File: config.mk
export PLATFORM = sky130hd
export DESIGN_NAME = frame_writer
export DESIGN_NICKNAME = d
export VERILOG_FILES = /design/src/rtl/display_pkg.sv /design/src/rtl/particle_fifo.sv /design/src/rtl/frame_writer.sv
export SDC_FILE = /design/constraint.sdc
export NUM_CORES = 1
export LEC_CHECK = 0
export CORE_MARGIN = 1.5
export CORE_UTILIZATION = 57
export DETAILED_ROUTE_END_ITERATION = 10
export PLACE_DENSITY = 0.79
export SLEW_MARGIN = 40
export SYNTH_ARGS = -nofsm -noshare
export SYNTH_HDL_FRONTEND = slang
export SYNTH_SLANG_ARGS = --single-unit
File: constraint.sdc
create_clock -name clk_in -period 3 [get_ports clk_in]
set_input_delay 0.9 -clock clk_in [delete_from_list [all_inputs] [get_ports clk_in]]
set_output_delay 0.9 -clock clk_in [all_outputs]
set_load 0.02 [all_outputs]
File: src/rtl/display_pkg.sv
// Shared display types: framebuffer geometry, pixel/color types,
// particle record layout and the frame writer state encoding.
package display_pkg;

  localparam int FB_W    = 64;
  localparam int FB_H    = 64;
  localparam int COLOR_W = 12;

  typedef logic [5:0]         coord_t;
  typedef logic [COLOR_W-1:0] color_t;

  typedef struct packed {
    coord_t x;
    coord_t y;
    color_t color;
    logic   last;
  } particle_t;

  typedef enum logic [2:0] {
    IDLE,
    CLEAR,
    FETCH,
    PLOT,
    DONE
  } fw_state_t;

endpackage

File: src/rtl/particle_fifo.sv
// Particle record queue; flags come from registered pointers only,
// so a record pushed this cycle is visible to pop next cycle.
module particle_fifo
  import display_pkg::*;
#(
  parameter int DEPTH = 4
) (
  input  logic      clk_in,
  input  logic      reset,
  input  logic      push,
  input  particle_t din,
  output logic      full,
  input  logic      pop,
  output particle_t dout,
  output logic      empty
);

  localparam int AW = $clog2(DEPTH);

  particle_t        mem [DEPTH];
  logic [AW:0]      wr_ptr;
  logic [AW:0]      rd_ptr;

  // extra pointer bit separates full from empty when indices match
  assign empty = (wr_ptr == rd_ptr);
  assign full  = (wr_ptr[AW] != rd_ptr[AW]) &&
                 (wr_ptr[AW-1:0] == rd_ptr[AW-1:0]);
  assign dout  = mem[rd_ptr[AW-1:0]];

  always_ff @(posedge clk_in) begin
    if (reset) begin
      wr_ptr <= '0;
      rd_ptr <= '0;
    end else begin
      if (push && !full) begin
        mem[wr_ptr[AW-1:0]] <= din;
        wr_ptr <= wr_ptr + (AW+1)'(1);
      end
      if (pop && !empty) begin
        rd_ptr <= rd_ptr + (AW+1)'(1);
      end
    end
  end

endmodule

File: src/rtl/frame_writer.sv
// Clears the framebuffer to a background color, then plots queued
// 2x2 particles with edge clipping; pixel writes are registered.
module frame_writer
  import display_pkg::*;
#(
  parameter int         FIFO_DEPTH = 4,
  parameter logic [11:0] BG_COLOR  = 12'h000
) (
  input  logic        clk_in,
  input  logic        reset,
  input  logic        frame_start,
  input  logic        p_valid,
  output logic        p_ready,
  input  logic [5:0]  p_x,
  input  logic [5:0]  p_y,
  input  logic [11:0] p_color,
  input  logic        p_last,
  output logic        write_en,
  output logic [5:0]  write_x,
  output logic [5:0]  write_y,
  output logic [11:0] write_color,
  output logic        busy,
  output logic        frame_done
);

  localparam logic [11:0] SWEEP_END = 12'(FB_W * FB_H - 1);

  fw_state_t state, state_nxt;
  logic [11:0] sweep, sweep_nxt;
  logic [1:0]  slot, slot_nxt;
  particle_t   work, work_nxt;

  particle_t   fifo_din, fifo_dout;
  logic        fifo_full, fifo_empty, fifo_pop;

  logic        we_nxt, done_nxt;
  coord_t      x_nxt, y_nxt;
  color_t      col_nxt;
  logic [6:0]  px, py;

  assign fifo_din = '{x: p_x, y: p_y, color: p_color, last: p_last};
  assign p_ready  = !fifo_full;
  assign busy     = (state != IDLE);

  particle_fifo #(.DEPTH(FIFO_DEPTH)) u_fifo (
    .clk_in (clk_in),
    .reset  (reset),
    .push   (p_valid),
    .din    (fifo_din),
    .full   (fifo_full),
    .pop    (fifo_pop),
    .dout   (fifo_dout),
    .empty  (fifo_empty)
  );

  // 7-bit sums so a slot past the right/bottom edge is detected, not wrapped
  assign px = {1'b0, work.x} + {6'd0, slot[0]};
  assign py = {1'b0, work.y} + {6'd0, slot[1]};

  always_comb begin
    state_nxt = state;
    sweep_nxt = sweep;
    slot_nxt  = slot;
    work_nxt  = work;
    fifo_pop  = 1'b0;
    we_nxt    = 1'b0;
    done_nxt  = 1'b0;
    x_nxt     = write_x;
    y_nxt     = write_y;
    col_nxt   = write_color;
    unique case (state)
      IDLE: begin
        if (frame_start) begin
          state_nxt = CLEAR;
          sweep_nxt = '0;
        end
      end
      CLEAR: begin
        we_nxt    = 1'b1;
        x_nxt     = sweep[5:0];
        y_nxt     = sweep[11:6];
        col_nxt   = BG_COLOR;
        sweep_nxt = sweep + 12'd1;
        if (sweep == SWEEP_END) state_nxt = FETCH;
      end
      FETCH: begin
        if (!fifo_empty) begin
          fifo_pop  = 1'b1;
          work_nxt  = fifo_dout;
          slot_nxt  = '0;
          state_nxt = PLOT;
        end
      end
      PLOT: begin
        if (px < 7'(FB_W) && py < 7'(FB_H)) begin
          we_nxt  = 1'b1;
          x_nxt   = px[5:0];
          y_nxt   = py[5:0];
          col_nxt = work.color;
        end
        slot_nxt = slot + 2'd1;
        if (slot == 2'd3) state_nxt = work.last ? DONE : FETCH;
      end
      DONE: begin
        done_nxt  = 1'b1;
        state_nxt = IDLE;
      end
      default: state_nxt = IDLE;
    endcase
  end

  always_ff @(posedge clk_in) begin
    if (reset) begin
      state       <= IDLE;
      sweep       <= '0;
      slot        <= '0;
      work        <= '0;
      write_en    <= 1'b0;
      write_x     <= '0;
      write_y     <= '0;
      write_color <= '0;
      frame_done  <= 1'b0;
    end else begin
      state       <= state_nxt;
      sweep       <= sweep_nxt;
      slot        <= slot_nxt;
      work        <= work_nxt;
      write_en    <= we_nxt;
      write_x     <= x_nxt;
      write_y     <= y_nxt;
      write_color <= col_nxt;
      frame_done  <= done_nxt;
    end
  end

endmodule

==> results of run 1 <==
==> layout by cell type, fill, tap and decap left out, drive strengths merged, types with 7 or more instances in the layout <==
cell type | netlist | final
mux2i | 7 | 7
ha | 11 | 11
o21ai | 13 | 13
clkbuf | 12 | 18
edfxtp | 100 | 100
nand3 | 13 | 13
a21oi | 40 | 40
mux4 | 25 | 25
nor2 | 24 | 24
dfxtp | 74 | 74
xor2 | 8 | 8
nor3 | 7 | 7
nand2 | 66 | 66
a22o | 17 | 17
inv | 8 | 14
or3 | 7 | 7
buf | 17 | 17
clkdlybuf4s50 | 0 | 55
==> registers in the layout, indices dropped and copies added (netlist names) <==
register       flops
frame_done         1
work              25
u_fifo.rd_ptr      3
write_en           1
sweep             12
write_x            6
u_fifo.mem       100
state              3
slot               2
write_y            6
u_fifo.wr_ptr      3
write_color       12
==> power breakdown <==
group	total (mW)	switching, mW	internal (mW)	leakage (nW)
clock	2.33	0.914	1.41	0.306
combinational	0.194	0.110	0.0838	0.877
sequential	2.59	0.0174	2.57	1.51
==> stage by stage <==
stage                     hold slack [ps]  utilization (%)
after floorplan                       428                -
after detailed placement              448             65.6
after CTS                             456             71.1
after global routing                  473             71.1
after global placement                444             65.5
final                                 454             71.1
==> cell type report <==
class / count / area, µm² / share of cell area, %
clock buffer: 18 / 429 / 5.24
clock inverter: 14 / 204 / 2.49
inverter: 8 / 30.0 / 0.367
multi-input combinational: 291 / 2190 / 26.7
sequential: 174 / 4490 / 54.8
tap: 143 / 179 / 2.18
timing repair buffer: 72 / 676 / 8.25
==> worst min-delay path by stage <==
stage / slack (ps) / start / endpoint
final: 450 / work[12] / work[12]
after global routing: 470 / work[2] / work[2]
after CTS: 460 / work[12] / work[12]
after detailed placement: 450 / work[12] / work[12]
after global placement: 440 / work[1] / work[1]
after floorplan: 430 / work[0] / state[2]
==> layer usage <==
layer  track usage [%]  vias up  share of wire [%]
li1                  -     2011                  -
met1              28.2     2032                 44
met3              6.16       15                4.9
met4              7.00        0                1.3
met5                 0        -                  0
met2              36.4      111                 50
==> synth_stat cells (2+ instances only) <==
cell type / n / area share [%]
sky130_fd_sc_hd__edfxtp_1: 100 / 44
sky130_fd_sc_hd__dfxtp_1: 74 / 22
sky130_fd_sc_hd__nand2_1: 66 / 3.6
sky130_fd_sc_hd__a21oi_1: 40 / 2.9
sky130_fd_sc_hd__mux4_2: 25 / 8.3
sky130_fd_sc_hd__nor2_1: 24 / 1.3
sky130_fd_sc_hd__a22o_1: 17 / 2.2
sky130_fd_sc_hd__buf_2: 15 / 1.1
sky130_fd_sc_hd__nand3_1: 13 / 0.95
sky130_fd_sc_hd__o21ai_0: 13 / 0.95
sky130_fd_sc_hd__clkbuf_1: 12 / 0.66
sky130_fd_sc_hd__ha_1: 11 / 2.0
sky130_fd_sc_hd__inv_1: 8 / 0.44
sky130_fd_sc_hd__xor2_1: 8 / 1.0
sky130_fd_sc_hd__mux2i_1: 7 / 1.0
sky130_fd_sc_hd__nor3_1: 7 / 0.51
sky130_fd_sc_hd__or3_1: 7 / 0.64
sky130_fd_sc_hd__o2bb2ai_1: 6 / 0.77
sky130_fd_sc_hd__xnor2_1: 6 / 0.77
sky130_fd_sc_hd__a31oi_1: 4 / 0.37
sky130_fd_sc_hd__and2_1: 4 / 0.37
sky130_fd_sc_hd__nor4_1: 3 / 0.28
sky130_fd_sc_hd__a311o_1: 2 / 0.29
sky130_fd_sc_hd__buf_4: 2 / 0.22
sky130_fd_sc_hd__nand3b_1: 2 / 0.22
sky130_fd_sc_hd__nand4_1: 2 / 0.18
sky130_fd_sc_hd__nand4b_1: 2 / 0.26
sky130_fd_sc_hd__nor4b_1: 2 / 0.26
sky130_fd_sc_hd__o211ai_1: 2 / 0.22
sky130_fd_sc_hd__o311ai_0: 2 / 0.26
==> cells by family after synthesis <==
kind of cell               after synthesis  synth area share [%]
AOI/OAI and AO/OA                       94                  9.00
xor gates and xnor gates                14                  1.80
adders and majority gates               11                  2.02
buffers and inverters                   37                  2.42
DFF                                    174                  65.8
muxes                                   32                  9.29
and+or+nand+nor                        140                  9.64
==> worst min-delay path, delay by kind of cell, from the launching register on <==
kind               cells  cell delay [ps]
DFF                    1              310
AOI/OAI and AO/OA      1               50
and+or+nand+nor        1               50
==> results.md, run 1 <==
* Global route overflow at 0
* Critical path peak fanout at 6
* Area Growth Syn to Fin at 20.2%
* Nature of the critical path startpoint: register
* Global-route wire length before repair at 21100 µm
* Worst flop-to-flop path endpoint: write_x[4]
* Effective utilization at floorplan at 59.2%
* Endpoint of the most critical setup path: p_ready
* Placed standard-cell area at 0.00756 mm²
* Count of unresolved DRC violations after routing at 3
* Final setup violation count at 0
* Post-CTS repair timing setup buffer count at 0
* Post-synthesis average cell area at 13.6 µm²
* Worst relative slew slack at 55.9%
* Horiz. Die Dim at 112 µm
* Measured slew at the worst slew-check pin at 660 ps
* Source-to-sink clock delay at the later pin of the worst-skew pair at 420 ps
* Violations in the final reports: design-rule violations
* Count of placed standard cells including taps at 688
* Sequential cell area fraction in the yosys report at 65.8%
* Endpoint class of the critical path: output pin
* Final antenna-violating net count at 0
* Final estimated routing congestion in global placement at 0.871
* Slowest-stage cell, CP: sky130_fd_sc_hd__clkdlybuf4s50_1
* Maximum achievable frequency at 345 MHz
* Share of cells above drive strength 1 at 13.5%
* Data arrival time of the critical path at 2000 ps
* Number of buffers inserted by port buffering at 56
* Post-Syn Area at 0.00681 mm²
* Mean routed wirelength per cell at 17.5 µm
* Largest stage delay on the critical path at 540 ps
* Total negative setup slack at 0 ps
* Maximum level of the CTS H-tree at 4
* Required @ worst endpoint at 2100 ps
* Sum of buffers and inverters on the critical path at 2
* Pin count of the biggest net entering global routing at 36
* Standard cell core area at 0.0115 mm²
* Setup repair after global routing missed its margin: no
* Clock tree from TritonCTS: done
* Final design instance area without fill at 0.00819 mm²
* Via count at 4169
* Cell-by-cell listing of the critical path: xor2_1 -> buf_4 -> or3_1 -> clkdlybuf4s50_1
* Worst-case setup slack after placement at 382 ps
* Final Critical Period at 2900 ps
* Peak supply drop at 0.000687 V
* Startpoint of the worst-slack reg-to-reg timing path: slot[0]
* Via count of the first global-routing pass at 4166
* Number of antenna violations at the first check in global routing at 0
* Flip-flop and latch count after synthesis at 174
* Setup crit start: u_fifo.wr_ptr[1]
* DP HPWL at 8220 µm
* Warnings from Yosys at 0
* Number of buffers created by CTS at 17
* Total routing resource utilization after global routing at 21.9%
* Die height at 112 µm
* Iteration count of the initial detailed-routing pass at 10
* Post-CTS Hold Fix Bufs at 0
* Final-stage net count at 604
* R2R setup slack at 850 ps
* Async set-reset flop share out of synthesis at 0%
* Max Cap Violations at 0
* Maximum count of clock buffers along a single path at 2
* Worst Reg-to-Reg Cells at 7
* Starting DRT DRC Count at 315
* Max-slew violation count at 0
* Post-Route Skew at 7.39 ps
* Post-Route WL at 12600 µm
* # resized after CTS at 0
* Number of nets in the synthesized netlist at 542
* Tcrit/Tclk final at 96.6%
* Result of the run: complete, but fails checks
* Number of enable flip-flop cells after synthesis at 100
* Primary FF master, synth: sky130_fd_sc_hd__edfxtp_1
* Number of distinct library cells after synthesis at 46
* Die area at 0.0126 mm²
* Number of standard cells in the final layout excluding fillers at 720
* Minimum setup slack in the final design at 101 ps
* Type of the worst min-delay path: reg -> reg
* Number of hold-slack violations in the final timing report at 0
* Clock transition at path regs at 70 ps
* Buffer cell driving the clock tree root: sky130_fd_sc_hd__clkbuf_16
* Overall power at 5.11 mW
* Count of filler cells inserted in the layout at 780
* CP delay by family, top: buffers and inverters
* Routed vias/inst at 5.79
* Number of gates on the worst path with buffers counted at 4
* Clock tree sinks at 174
* Mapped Cells at 502
* Cell row count at 39
* Count of inserted antenna diode cells at 0
* Hold-critical path depth at 2
* Ports placed on the boundary at 57
* Power density cells at 624 mW/mm²
* Leak Pwr at 2.69 nW
* Worst setup path class: reg -> out
Note: power is estimated with default switching activity, not from simulation.
==> run 2: changes to the inputs <==
--- a/config.mk
+++ b/config.mk
@@ -8,6 +8,7 @@
 export CORE_MARGIN = 1.5
 export CORE_UTILIZATION = 57
 export DETAILED_ROUTE_END_ITERATION = 10
+export GPL_TIMING_DRIVEN = 0
 export PLACE_DENSITY = 0.79
 export SLEW_MARGIN = 40
 export SYNTH_ARGS = -nofsm -noshare
==> run 2 against run 1 <==
  * The flow still finishes with violations (design-rule violations)
  * Via count increased by 3.3%
  * Flip-flop and latch count unchanged
  * Critical path depth unchanged
  * Die area unchanged
  * Register-to-register slack got worse by 70 ps
  * Wire length increased by 7.9%
  * Critical endpoint unchanged
  * Largest cell class unchanged
  * Highest routed layer unchanged
==> results.md, run 2 (synthesis gave the netlist of run 1 again) <==
* Max Cap Violations at 0 (unchanged)
* Cell row count at 39 (unchanged)
* Final Critical Period at 2920 ps (was 2900 ps)
* Global-route wire length before repair at 22200 µm (was 21100 µm)
* Highest-count cells in the layout ignoring fill and taps: sky130_fd_sc_hd__edfxtp_1 (100), sky130_fd_sc_hd__dfxtp_1 (74), sky130_fd_sc_hd__nand2_1 (66) (was sky130_fd_sc_hd__edfxtp_1 (100), sky130_fd_sc_hd__dfxtp_1 (73), sky130_fd_sc_hd__nand2_1 (66))
* Combinational power share at 3.9% (was 3.8%)
* Violations in the final reports: design-rule violations (unchanged)
* Final estimated routing congestion in global placement at 0.904 (was 0.871)
* DP HPWL at 8900 µm (was 8220 µm)
* Sum of buffers and inverters on the critical path at 2 (unchanged)
* Effective utilization at floorplan at 59.2% (unchanged)
* Starting DRT DRC Count at 270 (was 315)
* Via count at 4308 (was 4169)
* Largest register FFs at 100 (unchanged)
* Leak Pwr at 2.69 nW (about the same)
* Final antenna-violating net count at 0 (unchanged)
* Post-CTS Hold Fix Bufs at 0 (unchanged)
* Maximum count of clock buffers along a single path at 2 (unchanged)
* Die area at 0.0126 mm² (unchanged)
* Count of unresolved DRC violations after routing at 4 (was 3)
* Cell-by-cell listing of the critical path: buf_4 -> xor2_2 -> or3_1 -> clkdlybuf4s50_1 (was xor2_1 -> buf_4 -> or3_1 -> clkdlybuf4s50_1)
* Setup repair after global routing missed its margin: no (unchanged)
* CP delay by family, top: buffers and inverters (unchanged)
* Share of power burned in registers at 52.1% (was 50.7%)
* Maximum level of the CTS H-tree at 4 (unchanged)
* Mean routed wirelength per cell at 18.5 µm (was 17.5 µm)
* Clock tree from TritonCTS: done (unchanged)
* Number of antenna violations at the first check in global routing at 0 (unchanged)
* Max-slew violation count at 0 (unchanged)
* Slowest-stage cell, CP: sky130_fd_sc_hd__clkdlybuf4s50_1 (unchanged)
* Type of the worst min-delay path: reg -> reg (unchanged)
* Data arrival time of the critical path at 2020 ps (was 2000 ps)
* Total routing resource utilization after global routing at 23.3% (was 21.9%)
* Tcrit/Tclk final at 97.4% (was 96.6%)
* Ports placed on the boundary at 57 (unchanged)
* Final setup violation count at 0 (unchanged)
* Count of inserted antenna diode cells at 0 (unchanged)
* Global route overflow at 0 (unchanged)
* Required @ worst endpoint at 2100 ps (about the same)
* Buffer cell driving the clock tree root: sky130_fd_sc_hd__clkbuf_16 (unchanged)
* Standard cell core area at 0.0115 mm² (unchanged)
* Number of buffers inserted by port buffering at 56 (unchanged)
* Number of buffers created by CTS at 17 (unchanged)
* Relative contribution of the clock network to total power at 44.0% (was 45.5%)
* Net switching power at 1.02 mW (was 1.04 mW)
* Die height at 112 µm (unchanged)
* Post-Route WL at 13600 µm (was 12600 µm)
* Result of the run: complete, but fails checks (unchanged)
* Measured slew at the worst slew-check pin at 707 ps (was 660 ps)
* Via count of the first global-routing pass at 4247 (was 4166)
* Final-stage net count at 617 (was 604)
* Peak supply drop at 0.000646 V (was 0.000687 V)
* Worst relative slew slack at 52.9% (was 55.9%)
* Internal Pwr Total at 3.96 mW (was 4.07 mW)
* Number of hold-slack violations in the final timing report at 0 (unchanged)
* Critical path peak fanout at 9 (was 6)
* Nature of the critical path startpoint: register (unchanged)
* Most common library cell in the layout ignoring fill and taps: sky130_fd_sc_hd__edfxtp_1 (unchanged)
* Post-Route Skew at 5.22 ps (was 7.39 ps)
* Count of filler cells inserted in the layout at 803 (was 780)
* Power density cells at 607 mW/mm² (was 624 mW/mm²)
* Worst setup path class: reg -> out (unchanged)
* Total negative setup slack at 0 ps (unchanged)
* Clock transition at path regs at 60 ps (was 70 ps)
* Area Growth Syn to Fin at 20.2% (unchanged)
* Maximum achievable frequency at 342 MHz (was 345 MHz)
* Share of cells above drive strength 1 at 13.7% (was 13.5%)
* Iteration count of the initial detailed-routing pass at 8 (was 10)
* Horiz. Die Dim at 112 µm (unchanged)
* Post-CTS repair timing setup buffer count at 0 (unchanged)
* Overall power at 4.97 mW (was 5.11 mW)
* Final core occ at 71.1% (unchanged)
* Pin count of the biggest net entering global routing at 26 (was 36)
* R2R setup slack at 780 ps (was 850 ps)
* Routed vias/inst at 5.88 (was 5.79)
* Endpoint class of the critical path: output pin (unchanged)
* Largest stage delay on the critical path at 540 ps (about the same)
* Switching fraction of total power at 20.4% (about the same)
* Source-to-sink clock delay at the later pin of the worst-skew pair at 430 ps (was 420 ps)
* Clock tree sinks at 174 (unchanged)
[run 2: changes by cell type in the layout (fill, tap and decap cells not counted), moves of 2 or more]
cell | before | now
sky130_fd_sc_hd__buf_2 | 1 | 13
sky130_fd_sc_hd__clkinv_4 | 2 | 4
sky130_fd_sc_hd__clkinv_2 | 0 | 2
sky130_fd_sc_hd__clkbuf_1 | 1 | 12
sky130_fd_sc_hd__xor2_1 | 8 | 6
sky130_fd_sc_hd__clkinv_1 | 1 | 3
sky130_fd_sc_hd__and2_1 | 4 | 0
sky130_fd_sc_hd__and2_2 | 0 | 4
sky130_fd_sc_hd__buf_4 | 16 | 4
sky130_fd_sc_hd__inv_6 | 5 | 2
[run 2: area by class of cell]
class                      instances  area, µm²  area share (%)
sequential                       174       4480            54.8
clock buffer                      17        425            5.19
tap                              143        179            2.18
inverter                           8       30.0           0.367
timing repair buffer              56        561            6.84
buffer                            29        140            1.71
multi-input combinational        291       2200            26.9
clock inverter                    15        169            2.06
[run 2: routing by layer]
| layer | up-vias | wire length (µm) | GRT usage [%] | share of wire, % |
|---|---|---|---|---|
| li1 | 2051 | - | - | - |
| met5 | - | 0 | 0 | 0 |
| met2 | 139 | 6710 | 36.4 | 49 |
| met4 | 0 | 205 | 8.44 | 1.5 |
| met1 | 2094 | 5890 | 31.1 | 43 |
| met3 | 24 | 761 | 7.29 | 5.6 |
[run 2: power by group through the flow]
stage	sequential [mW]	clock [mW]	combinational, mW
detailed placement	2.64	0	0.189
global placement	2.64	0	0.183
floorplan	2.64	0	0.0974
global route	2.59	2.33	0.210
CTS	2.59	2.23	0.191
finish	2.59	2.19	0.193
[run 2: final timing paths]
path | start | end | cells after the start
min reg2reg | write_x[0] | write_x[0] | 1
max | u_fifo.rd_ptr[1] | p_ready | 4
min | write_x[0] | write_x[0] | 1
max reg2reg | u_fifo.rd_ptr[1] | u_fifo.mem[0][1] | 5
[run 2: repair_timing]
item,4_1_cts,5_1_grt
endpoints found under the setup margin,1,1
resized for setup,4,1
pin swaps,0,0
[run 2: metrics by stage]
stage	hold WS (ps)	cell area, µm²	cells	setup slack [ps]
floorplan	428	6810	502	716
global placement	445	7550	701	-344
detailed placement	447	7560	701	78.6
CTS	463	8170	733	62.7
global route	488	8190	733	14.2
finish	460	8190	733	77.3
==> run 3: changes to the inputs <==
--- a/config.mk
+++ b/config.mk
@@ -6,10 +6,10 @@
 export NUM_CORES = 1
 export LEC_CHECK = 0
 export CORE_MARGIN = 1.5
-export CORE_UTILIZATION = 57
+export CORE_UTILIZATION = 50
 export DETAILED_ROUTE_END_ITERATION = 10
 export GPL_TIMING_DRIVEN = 0
-export PLACE_DENSITY = 0.79
+export PLACE_DENSITY = 0.7
 export SLEW_MARGIN = 40
 export SYNTH_ARGS = -nofsm -noshare
 export SYNTH_HDL_FRONTEND = slang
==> run 3 against run 2 <==
  * The run now ends clean
  * Maximum frequency is essentially flat
  * Power is 1.6% lower
  * Clock-buffer cell count increased by 5
  * Critical path depth unchanged
  * Global-route usage decreased by 3.2 points
  * Design area up 0.18%
  * Die area is 14% higher
  * Largest cell class unchanged
  * Highest routed layer unchanged
==> results.md, run 3 (synthesis gave the netlist of run 1 again) <==
* Source-to-sink clock delay at the later pin of the worst-skew pair at 430 ps (about the same)
* Buffer cell driving the clock tree root: sky130_fd_sc_hd__clkbuf_16 (unchanged)
* Max Cap Violations at 0 (unchanged)
* Total routing resource utilization after global routing at 20.0% (was 23.3%)
* Effective utilization at floorplan at 51.2% (was 59.2%)
* Horiz. Die Dim at 120 µm (was 112 µm)
* Placed standard-cell area at 0.00760 mm² (was 0.00756 mm²)
* Via count at 4295 (was 4308)
* Final Critical Period at 2920 ps (about the same)
* Power density cells at 596 mW/mm² (was 607 mW/mm²)
* Mean routed wirelength per cell at 17.8 µm (was 18.5 µm)
* Post-Route Skew at 15.3 ps (was 5.22 ps)
* Clock tree from TritonCTS: done (unchanged)
* Global-route wire length before repair at 21800 µm (was 22200 µm)
* Number of buffers inserted by port buffering at 56 (unchanged)
* Max-slew violation count at 0 (unchanged)
* Standard cell core area at 0.0133 mm² (was 0.0115 mm²)
* Final setup violation count at 0 (unchanged)
* Final estimated routing congestion in global placement at 0.894 (was 0.904)
* Largest register FFs at 100 (unchanged)
* Most common library cell in the layout ignoring fill and taps: sky130_fd_sc_hd__edfxtp_1 (unchanged)
* Maximum achievable frequency at 342 MHz (about the same)
* Sequential cell area at 0.00448 mm² (unchanged)
* Starting DRT DRC Count at 314 (was 270)
* Via count of the first global-routing pass at 4257 (was 4247)
* Minimum setup slack in the final design at 79.7 ps (was 77.3 ps)
* Die height at 120 µm (was 112 µm)
* Post-Route WL at 13600 µm (about the same)
* Die area at 0.0143 mm² (was 0.0126 mm²)
* Routed vias/inst at 5.61 (was 5.88)
* Number of hold-slack violations in the final timing report at 0 (unchanged)
* Worst hold endpoint: work[9] (was write_x[0])
* DP HPWL at 9280 µm (was 8900 µm)
* Tcrit/Tclk final at 97.3% (was 97.4%)
* Final-stage net count at 617 (unchanged)
* Worst flop-to-flop path endpoint: u_fifo.mem[2][24] (was u_fifo.mem[0][1])
* Endpoint class of the critical path: output pin (unchanged)
* Global route overflow at 0 (unchanged)
* Share of cells above drive strength 1 at 14.2% (was 13.7%)
* Iteration count of the initial detailed-routing pass at 6 (was 8)
* Maximum count of clock buffers along a single path at 2 (unchanged)
* Clock tree sinks at 174 (unchanged)
* Worst Reg-to-Reg Cells at 5 (unchanged)
* Combined area of the multi-input logic cells at 0.00219 mm² (was 0.00220 mm²)
* Setup repair after global routing missed its margin: no (unchanged)
* Type of the worst min-delay path: reg -> reg (unchanged)
* Nature of the critical path startpoint: register (unchanged)
* Maximum level of the CTS H-tree at 4 (unchanged)
* Critical path peak fanout at 9 (unchanged)
* Final design instance area without fill at 0.00820 mm² (was 0.00819 mm²)
* Startpoint of the worst hold path: work[9] (was write_x[0])
* Peak supply drop at 0.000427 V (was 0.000646 V)
* Leak Pwr at 2.69 nW (about the same)
* Ports placed on the boundary at 57 (unchanged)
* Worst-case setup slack after placement at 35.7 ps (was 78.6 ps)
* Number of buffers created by CTS at 17 (unchanged)
* Area Growth Syn to Fin at 20.4% (was 20.2%)
* Number of antenna violations at the first check in global routing at 0 (unchanged)
* Count of unresolved DRC violations after routing at 0 (was 4)
* Cell row count at 42 (was 39)
* Count of filler cells inserted in the layout at 1008 (was 803)
* Final antenna-violating net count at 0 (unchanged)
* Worst relative slew slack at 53.7% (was 52.9%)
* Result of the run: completed (was complete, but fails checks)
* Required @ worst endpoint at 2100 ps (about the same)
* Startpoint of the worst-slack reg-to-reg timing path: u_fifo.rd_ptr[1] (unchanged)
* R2R setup slack at 760 ps (was 780 ps)
* Measured slew at the worst slew-check pin at 695 ps (was 707 ps)
* Pin count of the biggest net entering global routing at 26 (unchanged)
* Hold-critical path depth at 2 (was 1)
* Worst setup path class: reg -> out (unchanged)
* Data arrival time of the critical path at 2020 ps (about the same)
* Clock transition at path regs at 60 ps (about the same)
* Highest-count cells in the layout ignoring fill and taps: sky130_fd_sc_hd__edfxtp_1 (100), sky130_fd_sc_hd__dfxtp_1 (74), sky130_fd_sc_hd__nand2_1 (66) (unchanged)
* Count of inserted antenna diode cells at 0 (unchanged)
* Worst hold slack at 463 ps (was 460 ps)
run 3: worst max-delay path by stage:
stage,slack [ps],depth (start not counted),end,start
after global routing,30,4,p_ready,u_fifo.rd_ptr[0]
after global placement,-380,4,u_fifo.mem[3][4],reset
after CTS,70,4,p_ready,u_fifo.rd_ptr[1]
after floorplan,720,3,u_fifo.mem[0][0],reset
after detailed placement,40,4,u_fifo.mem[2][4],reset
final,80,4,p_ready,u_fifo.rd_ptr[1]
run 3: per-layer routing:
| metal | track usage (%) | part of all wire (%) | up-vias |
|---|---|---|---|
| li1 | - | - | 2044 |
| met1 | 26.0 | 44 | 2105 |
| met2 | 33.6 | 50 | 128 |
| met3 | 3.94 | 4.4 | 18 |
| met4 | 7.44 | 1.4 | 0 |
| met5 | 0 | 0 | - |
run 3: report_power, final:
part	switching, mW	internal [mW]	leakage, nW
Clock	0.904	1.21	0.289
Combinational	0.113	0.0802	0.898
Sequential	0.0160	2.57	1.50
Total	1.03	3.86	2.69
run 3: metrics by stage:
| stage | cells | setup TNS (ps) | power (mW) | utilization (%) |
|---|---|---|---|---|
| after floorplan | 502 | 0 | 2.73 | - |
| after global placement | 734 | -37280 | 2.82 | 57.1 |
| after detailed placement | 734 | 0 | 2.83 | 57.2 |
| after CTS | 766 | 0 | 4.91 | 61.7 |
| after global routing | 766 | 0 | 5.03 | 61.7 |
| final | 766 | 0 | 4.89 | 61.7 |
run 3: final cells by class:
class | instances | share of cell area, %
sequential | 174 | 54.7
multi-input combinational | 291 | 26.7
timing repair buffer | 56 | 6.83
clock buffer | 22 | 6.16
tap | 176 | 2.68
buffer | 29 | 1.71
clock inverter | 10 | 0.900
inverter | 8 | 0.366
run 3: repair_timing:
action                     CTS  global route
setup endpoints to repair    1             0
gates resized for setup      4             0
hold buffers                 0             0
setup buffers                0             0
run 3: critical path, stage by stage (launching register included):
cell and delay, ps:
sky130_fd_sc_hd__dfxtp_1 320, sky130_fd_sc_hd__buf_4 190, sky130_fd_sc_hd__xor2_2 180, sky130_fd_sc_hd__or3_1 370, sky130_fd_sc_hd__clkdlybuf4s50_1 540
